$ cat src/rtl/serial_word_assembler.sv
// Serial-in / parallel-out word assembler with a two-entry output buffer
// (output register + holding register) and a sticky drop flag.
module serial_word_assembler #(
  parameter int WIDTH     = 6,
  parameter bit MSB_FIRST = 1'b1,
  localparam int CW       = $clog2(WIDTH + 1)
) (
  input  logic             clk,
  input  logic             rst_n,
  input  logic             sin,
  input  logic             sin_valid,
  input  logic             clear,
  output logic [WIDTH-1:0] word_out,
  output logic             word_valid,
  input  logic             word_ready,
  output logic [CW-1:0]    bit_cnt,
  output logic             overflow
);

  logic [WIDTH-1:0] sr;
  logic [WIDTH-1:0] out_reg;
  logic [WIDTH-1:0] hold_reg;
  logic             out_full;
  logic             hold_full;
  logic [CW-1:0]    cnt;
  logic             ovf;

  logic             accept;
  logic             done;
  logic             xfer;
  logic [WIDTH-1:0] shifted;

  assign accept  = sin_valid && !clear;
  assign done    = accept && (cnt == CW'(WIDTH - 1));
  assign xfer    = out_full && word_ready;
  // Shift register plus the incoming bit; on the last bit this is the word.
  assign shifted = MSB_FIRST ? {sr[WIDTH-2:0], sin} : {sin, sr[WIDTH-1:1]};

  always_ff @(posedge clk) begin
    if (!rst_n) begin
      sr  <= '0;
      cnt <= '0;
    end else if (clear) begin
      sr  <= '0;
      cnt <= '0;
    end else if (accept) begin
      sr  <= done ? '0 : shifted;
      cnt <= done ? '0 : cnt + CW'(1);
    end
  end

  // Hold is only ever occupied while the output register is, which keeps
  // words leaving in completion order.
  always_ff @(posedge clk) begin
    if (!rst_n) begin
      out_reg   <= '0;
      hold_reg  <= '0;
      out_full  <= 1'b0;
      hold_full <= 1'b0;
      ovf       <= 1'b0;
    end else if (!out_full) begin
      if (done) begin
        out_reg  <= shifted;
        out_full <= 1'b1;
      end
    end else if (!hold_full) begin
      if (done && xfer) begin
        out_reg <= shifted;
      end else if (done) begin
        hold_reg  <= shifted;
        hold_full <= 1'b1;
      end else if (xfer) begin
        out_full <= 1'b0;
      end
    end else begin
      if (xfer) begin
        out_reg <= hold_reg;
        if (done) hold_reg  <= shifted;
        else      hold_full <= 1'b0;
      end else if (done) begin
        ovf <= 1'b1;
      end
    end
  end

  assign word_out   = out_reg;
  assign word_valid = out_full;
  assign bit_cnt    = cnt;
  assign overflow   = ovf;

endmodule

$ cat config.mk
export PLATFORM = sky130hd
export DESIGN_NAME = serial_word_assembler
export DESIGN_NICKNAME = d
export VERILOG_FILES = /design/src/rtl/serial_word_assembler.sv
export SDC_FILE = /design/constraint.sdc
export NUM_CORES = 1
export LEC_CHECK = 0
export ABC_AREA = 1
export CELL_PAD_IN_SITES_DETAIL_PLACEMENT = 1
export CELL_PAD_IN_SITES_GLOBAL_PLACEMENT = 1
export CORE_MARGIN = 2
export CORE_UTILIZATION = 35
export CTS_BUF_LIST = sky130_fd_sc_hd__clkbuf_4 sky130_fd_sc_hd__clkbuf_8
export DETAILED_ROUTE_END_ITERATION = 10
export GPL_TIMING_DRIVEN = 0
export HOLD_SLACK_MARGIN = 0.08
export PLACE_DENSITY = 0.87
export SETUP_SLACK_MARGIN = 0.1
export SYNTH_ARGS = -nofsm -noshare
export SYNTH_HDL_FRONTEND = slang
export SYNTH_SLANG_ARGS = --single-unit
$ cat constraint.sdc
create_clock -name clk -period 1.2 [get_ports clk]
set_input_delay 0.12 -clock clk [delete_from_list [all_inputs] [get_ports clk]]
set_output_delay 0.12 -clock clk [all_outputs]
set_load 0.02 [all_outputs]
Word level (Yosys, flattened, before mapping). Index checks and enable logic that the tools add are counted.

Bitwise gates (word level): 2. $add $sub $neg: 1. Equality and inequality tests: 5. Muxes and demuxes: 20. Reductions and logical operators: 10.

Operators with widths (count): $mux 6 (9); $mux 1 (9); $reduce_and 3->1 (2); $mux 5 (1); $logic_and 1x1->1 (4); $reduce_and 4->1 (1); $add 3x1->3 const B (1); $eq 3x3->1 const B (1); $mux 3 (1); $ne 3x1->1 const B (1); $ne 3x2->1 const B (1); $ne 2x1->1 const B (1); $ne 2x2->1 const B (1); $not 1->1 (2); $reduce_bool 2->1 (1); $reduce_or 2->1 (1); $logic_not 1->1 (1).

Logic and storage cells: 45. Output and inout port bits: 11. Bits of input ports: 6. Register bits after elaboration: 23.

Longest topological paths before layout.
Depth in word-level cells: 7. Mapped depth: 10. Mapped depth without buffers: 9.

Worst setup path after synthesis. OpenSTA, ideal clock, no wires.

Path type: register -> register. From: register cnt[1], in the netlist bit_cnt[1]. To: register out_full, in the netlist word_valid. Setup slack: -270 ps. Required time: 1085 ps. Clock period less this slack: 1470 ps. Library setup time: 115 ps. Cell stages (with the launch flop): 10. Buffers on the path: 1. Arrival: 1354 ps. Path through: dfxtp_1 inv_1 ha_1 nand2_4 inv_1 nand2_1 nand2_2 buf_6 o21ai_0 inv_1.

Longest elaborated chain between the ends: 6. Elaborated cells on any way between the ends: 8. Those cells by class: 1 x eq/ne; 5 x mux; 2 x reduce/logical.

Ends and longest elaborated chain: start: declaration (RTL line 25) `logic [CW-1:0] cnt;`; start signal: assignment (RTL line 48) `cnt <= done ? '0 : cnt + CW'(1);`; $eq 3x3->1 (*) (RTL line 34) `assign done = accept && (cnt == CW'(WIDTH - 1));`; $logic_and 1x1->1 (*) (RTL line 34); $mux 1 / $logic_and 1x1->1 (equally long branches) (RTL line 69, 67); $mux 1 (RTL line 67) `if (done && xfer) begin`; $mux 1 (RTL line 66) `end else if (!hold_full) begin`; $mux 1 (*) (RTL line 61) `end else if (!out_full) begin`; end signal: assignment (RTL line 58) `out_full <= 1'b0;`; end signal: assignment (RTL line 64) `out_full <= 1'b1;`; end signal: assignment (RTL line 73) `out_full <= 1'b0;`; end: declaration (RTL line 23) `logic out_full;`.

Every way passes the cells marked *; elsewhere a longest branch is shown, timed or not. A chain may end at the register's enable or synchronous reset.

Worst setup path after layout.
From: register cnt[1], in the netlist bit_cnt[1]. To: register out_reg[3], in the netlist word_out[3].

Longest elaborated chain between the ends: 5. Elaborated cells on any way between the ends: 6. Those cells by class: 2 x eq/ne; 4 x reduce/logical.

Ends and longest elaborated chain: $eq 3x3->1 (*) (RTL line 34); $logic_and 1x1->1 (*) (RTL line 34); $logic_and 1x1->1 (RTL line 67); $ne 3x1->1 (no source line); $reduce_and 3->1 (no source line) (*); end signal: assignment (RTL line 63) `out_reg <= shifted;`; end signal: assignment (RTL line 68) `out_reg <= shifted;`; end signal: assignment (RTL line 77) `out_reg <= hold_reg;`; end: declaration (RTL line 21) `logic [WIDTH-1:0] out_reg;`.

Marked as above.

==> results.cfg <==
[placement]
port_buffers = 16
place_ws_ps = -374
dp_hpwl_um = 1990
place.gp.congestion = 0.771
dp_cells = 223

[layout]
nNetsFinal = 198
fill_cells = 406
post-route-util = 0.498
syn2layout_area_growth_pct = 34.7
num_antenna_cells = 0
drive_above_1_share = 0.354
fin_cells = 233

[worst_setup_path]
worstPathCellList = inv_4 -> ha_4 -> nand2_8 -> inv_2 -> nand2_2 -> nand2_4 -> buf_6 -> nand3_2 -> nand2_1 -> nor2_1
r2r-start = bit_cnt[1]
start_kind = flip-flop
critPathBufInv = 3
reg2reg_to = word_out[3]
criticalPathCategory = flip-flop to flip-flop
critPathSlowestCell = dfxtp_4
path_delay_family = simple AND/OR/NAND/NOR gates
crit_fanout = 5
worstSetupStartpoint = bit_cnt[1]
worst_ep_required_time_ps = 1430
arrival_ps = 1490
cp_slowest_stage_delay_ps = 380
reg2regPathDepth = 10
crit_path_end_kind = flip-flop
rrSetupSlack_ps = -60

[min_path]
min_from = rst_n
hold_path_end = word_out[4]
whs_path_depth = 3
hold_class = primary input to flip-flop

[global_route]
grt_overflow = 0
grt_max_degree = 14
grt_pass1_wl_um = 4660
grt_antenna_before_repair = 0
grt_pass1_vias = 1093
grt.total_usage = 0.169

[route]
first_pass_iters = 4
drtIter0Drc = 13
avgViaCountPerCell = 4.60
vias = 1072
ant_nets = 0
drc = 0
drt_wl_total_um = 2800
wl_per_cell_um = 12.0

[cts]
clock_path_buffers = 2
cts_tree = built
clock_sinks = 23
ctsHtreeMaxLevel = 1
clk_pin_slew_ps = 130
cts-root-buf = clkbuf_4
insertion_delay_ps = 310
numCtsBuffers = 3

[logic_synthesis]
syn_nets = 171
ys_async_sr_fraction = 0
synth.most_common_cell = nand2_1
syn_avg_cell_area_sq_um = 6.93
synth_top_cell_by_area = dfxtp_1
syn-cell-area_sq_um = 1130
synthTopCellsByArea = dfxtp_1 (41%), nand2_1 (14%), nand3_1 (8.0%)
yosysTopAreaCellShare = 0.408
ys_ff_latch = 23
yosysWarnings = 0
seq_area_frac_synth = 0.408
synth_common_cells = nand2_1 (43), dfxtp_1 (23), inv_1 (22)
synth_edf_count = 0
syn_inst = 163
synth_ff_type = dfxtp_1
ys_types = 21

[power]
switchingPower_mw = 0.301
worst_ir_drop_vdd_v = 0.000444
clock_power_share = 0.305
power_density_nw_per_um2 = 801
p_comb_frac = 0.069
netSwitchingFraction = 0.247
p_int_mw = 0.917
pwr-share-seq = 0.627
power.leakage_nw = 0.704

[status]
status = finished, violations left
violations = negative setup slack

[sta]
fmaxAchievable_ghz = 0.793
min_period_ps = 1260
rsz0062_at_grt = yes
fin_crit_sh = 1.05
setup_violations = 14
hold_viol = 0
finalSetupTns_ps = -501
hold-worst-slack_ps = 454
worstMarginPinSlew_ps = 311
skew_ps = 2.42
fin_ws_ps = -61.3
finalMaxSlewViolations = 0
relSlewSlack = 0.792

[floorplan]
die_area_sq_um = 3700
io_pins = 17
die_h_um = 60.8
coreArea_sq_um = 3050
start_util = 0.370
die_w_um = 60.8
rows = 20

[job]
max-cap-violations = 0
[worst max-delay path by stage]
stage | endpoint | slack [ps] | cells past startpoint
after floorplan | word_valid | -50 | 9
after global placement | word_out[1] | -340 | 9
after detailed placement | word_out[2] | -370 | 9
after CTS | word_out[5] | -50 | 9
after global routing | word_out[3] | -140 | 10
final | word_out[3] | -60 | 10
[tightest hold or removal path, cell delays in order]
cell and delay (ps):
clkdlybuf4s50_1 490, nand2_1 100, nor2_1 30
[metrics by stage]
stage / power (mW) / area, sq um
after floorplan: 0.824 / 1180
after global placement: 0.857 / 1400
after detailed placement: 0.859 / 1400
after CTS: 1.23 / 1500
after global routing: 1.28 / 1520
final: 1.22 / 1520
[metal layers]
metal  share of wire  global-route usage  vias to the layer above
met4          0.0071              0.0714                        0
met2            0.55               0.310                       11
met1            0.42               0.196                      503
li1                -                   -                      556
met3           0.022              0.0192                        2
met5               0                   0                        -
[repair_timing]
action,4_1_cts,5_1_grt
setup endpoints to repair,25,32
gates cloned,1,0
gates resized for setup,42,24
pin swaps,4,5
hold buffers,0,0
setup buffers,3,2
[power groups by stage]
| stage | registers, mW | logic, mW | clock network [mW] |
|---|---|---|---|
| 5_1_grt | 0.764 | 0.0913 | 0.428 |
| 6_report | 0.763 | 0.0836 | 0.371 |
| 3_5_place_dp | 0.782 | 0.0768 | 0 |
| 2_1_floorplan | 0.783 | 0.0403 | 0 |
| 3_3_place_gp | 0.782 | 0.0749 | 0 |
| 4_1_cts | 0.766 | 0.0777 | 0.387 |
[logic make-up after synthesis]
| kind of cell | synth area share |
|---|---|
| compound gates | 0.0820 |
| flops | 0.408 |
| xor+xnor | 0.00775 |
| simple gates | 0.362 |
| fa+ha+maj | 0.0221 |
| buf+inv | 0.118 |
[layout by cell type (no fill, tap or decap), drive strengths merged, types with 5 or more instances in the layout]
master and count:
nor2 23, clkdlybuf4s50 5, nand2 47, nand3 19
a21oi 14, buf 18, inv 24, dfxtp 23
clkbuf 6
[layout make-up]
cell class	count	area, sq um	share of cell area
Clock inverter	1	5.00	0.00329
Multi-Input combinational cell	110	653	0.429
Buffer	6	51.3	0.0337
Inverter	24	92.6	0.0609
Tap cell	44	55.1	0.0362
Timing Repair Buffer	22	168	0.110
Sequential cell	23	474	0.312
Clock buffer	3	22.5	0.0148
(Power assumes the default switching activity.)
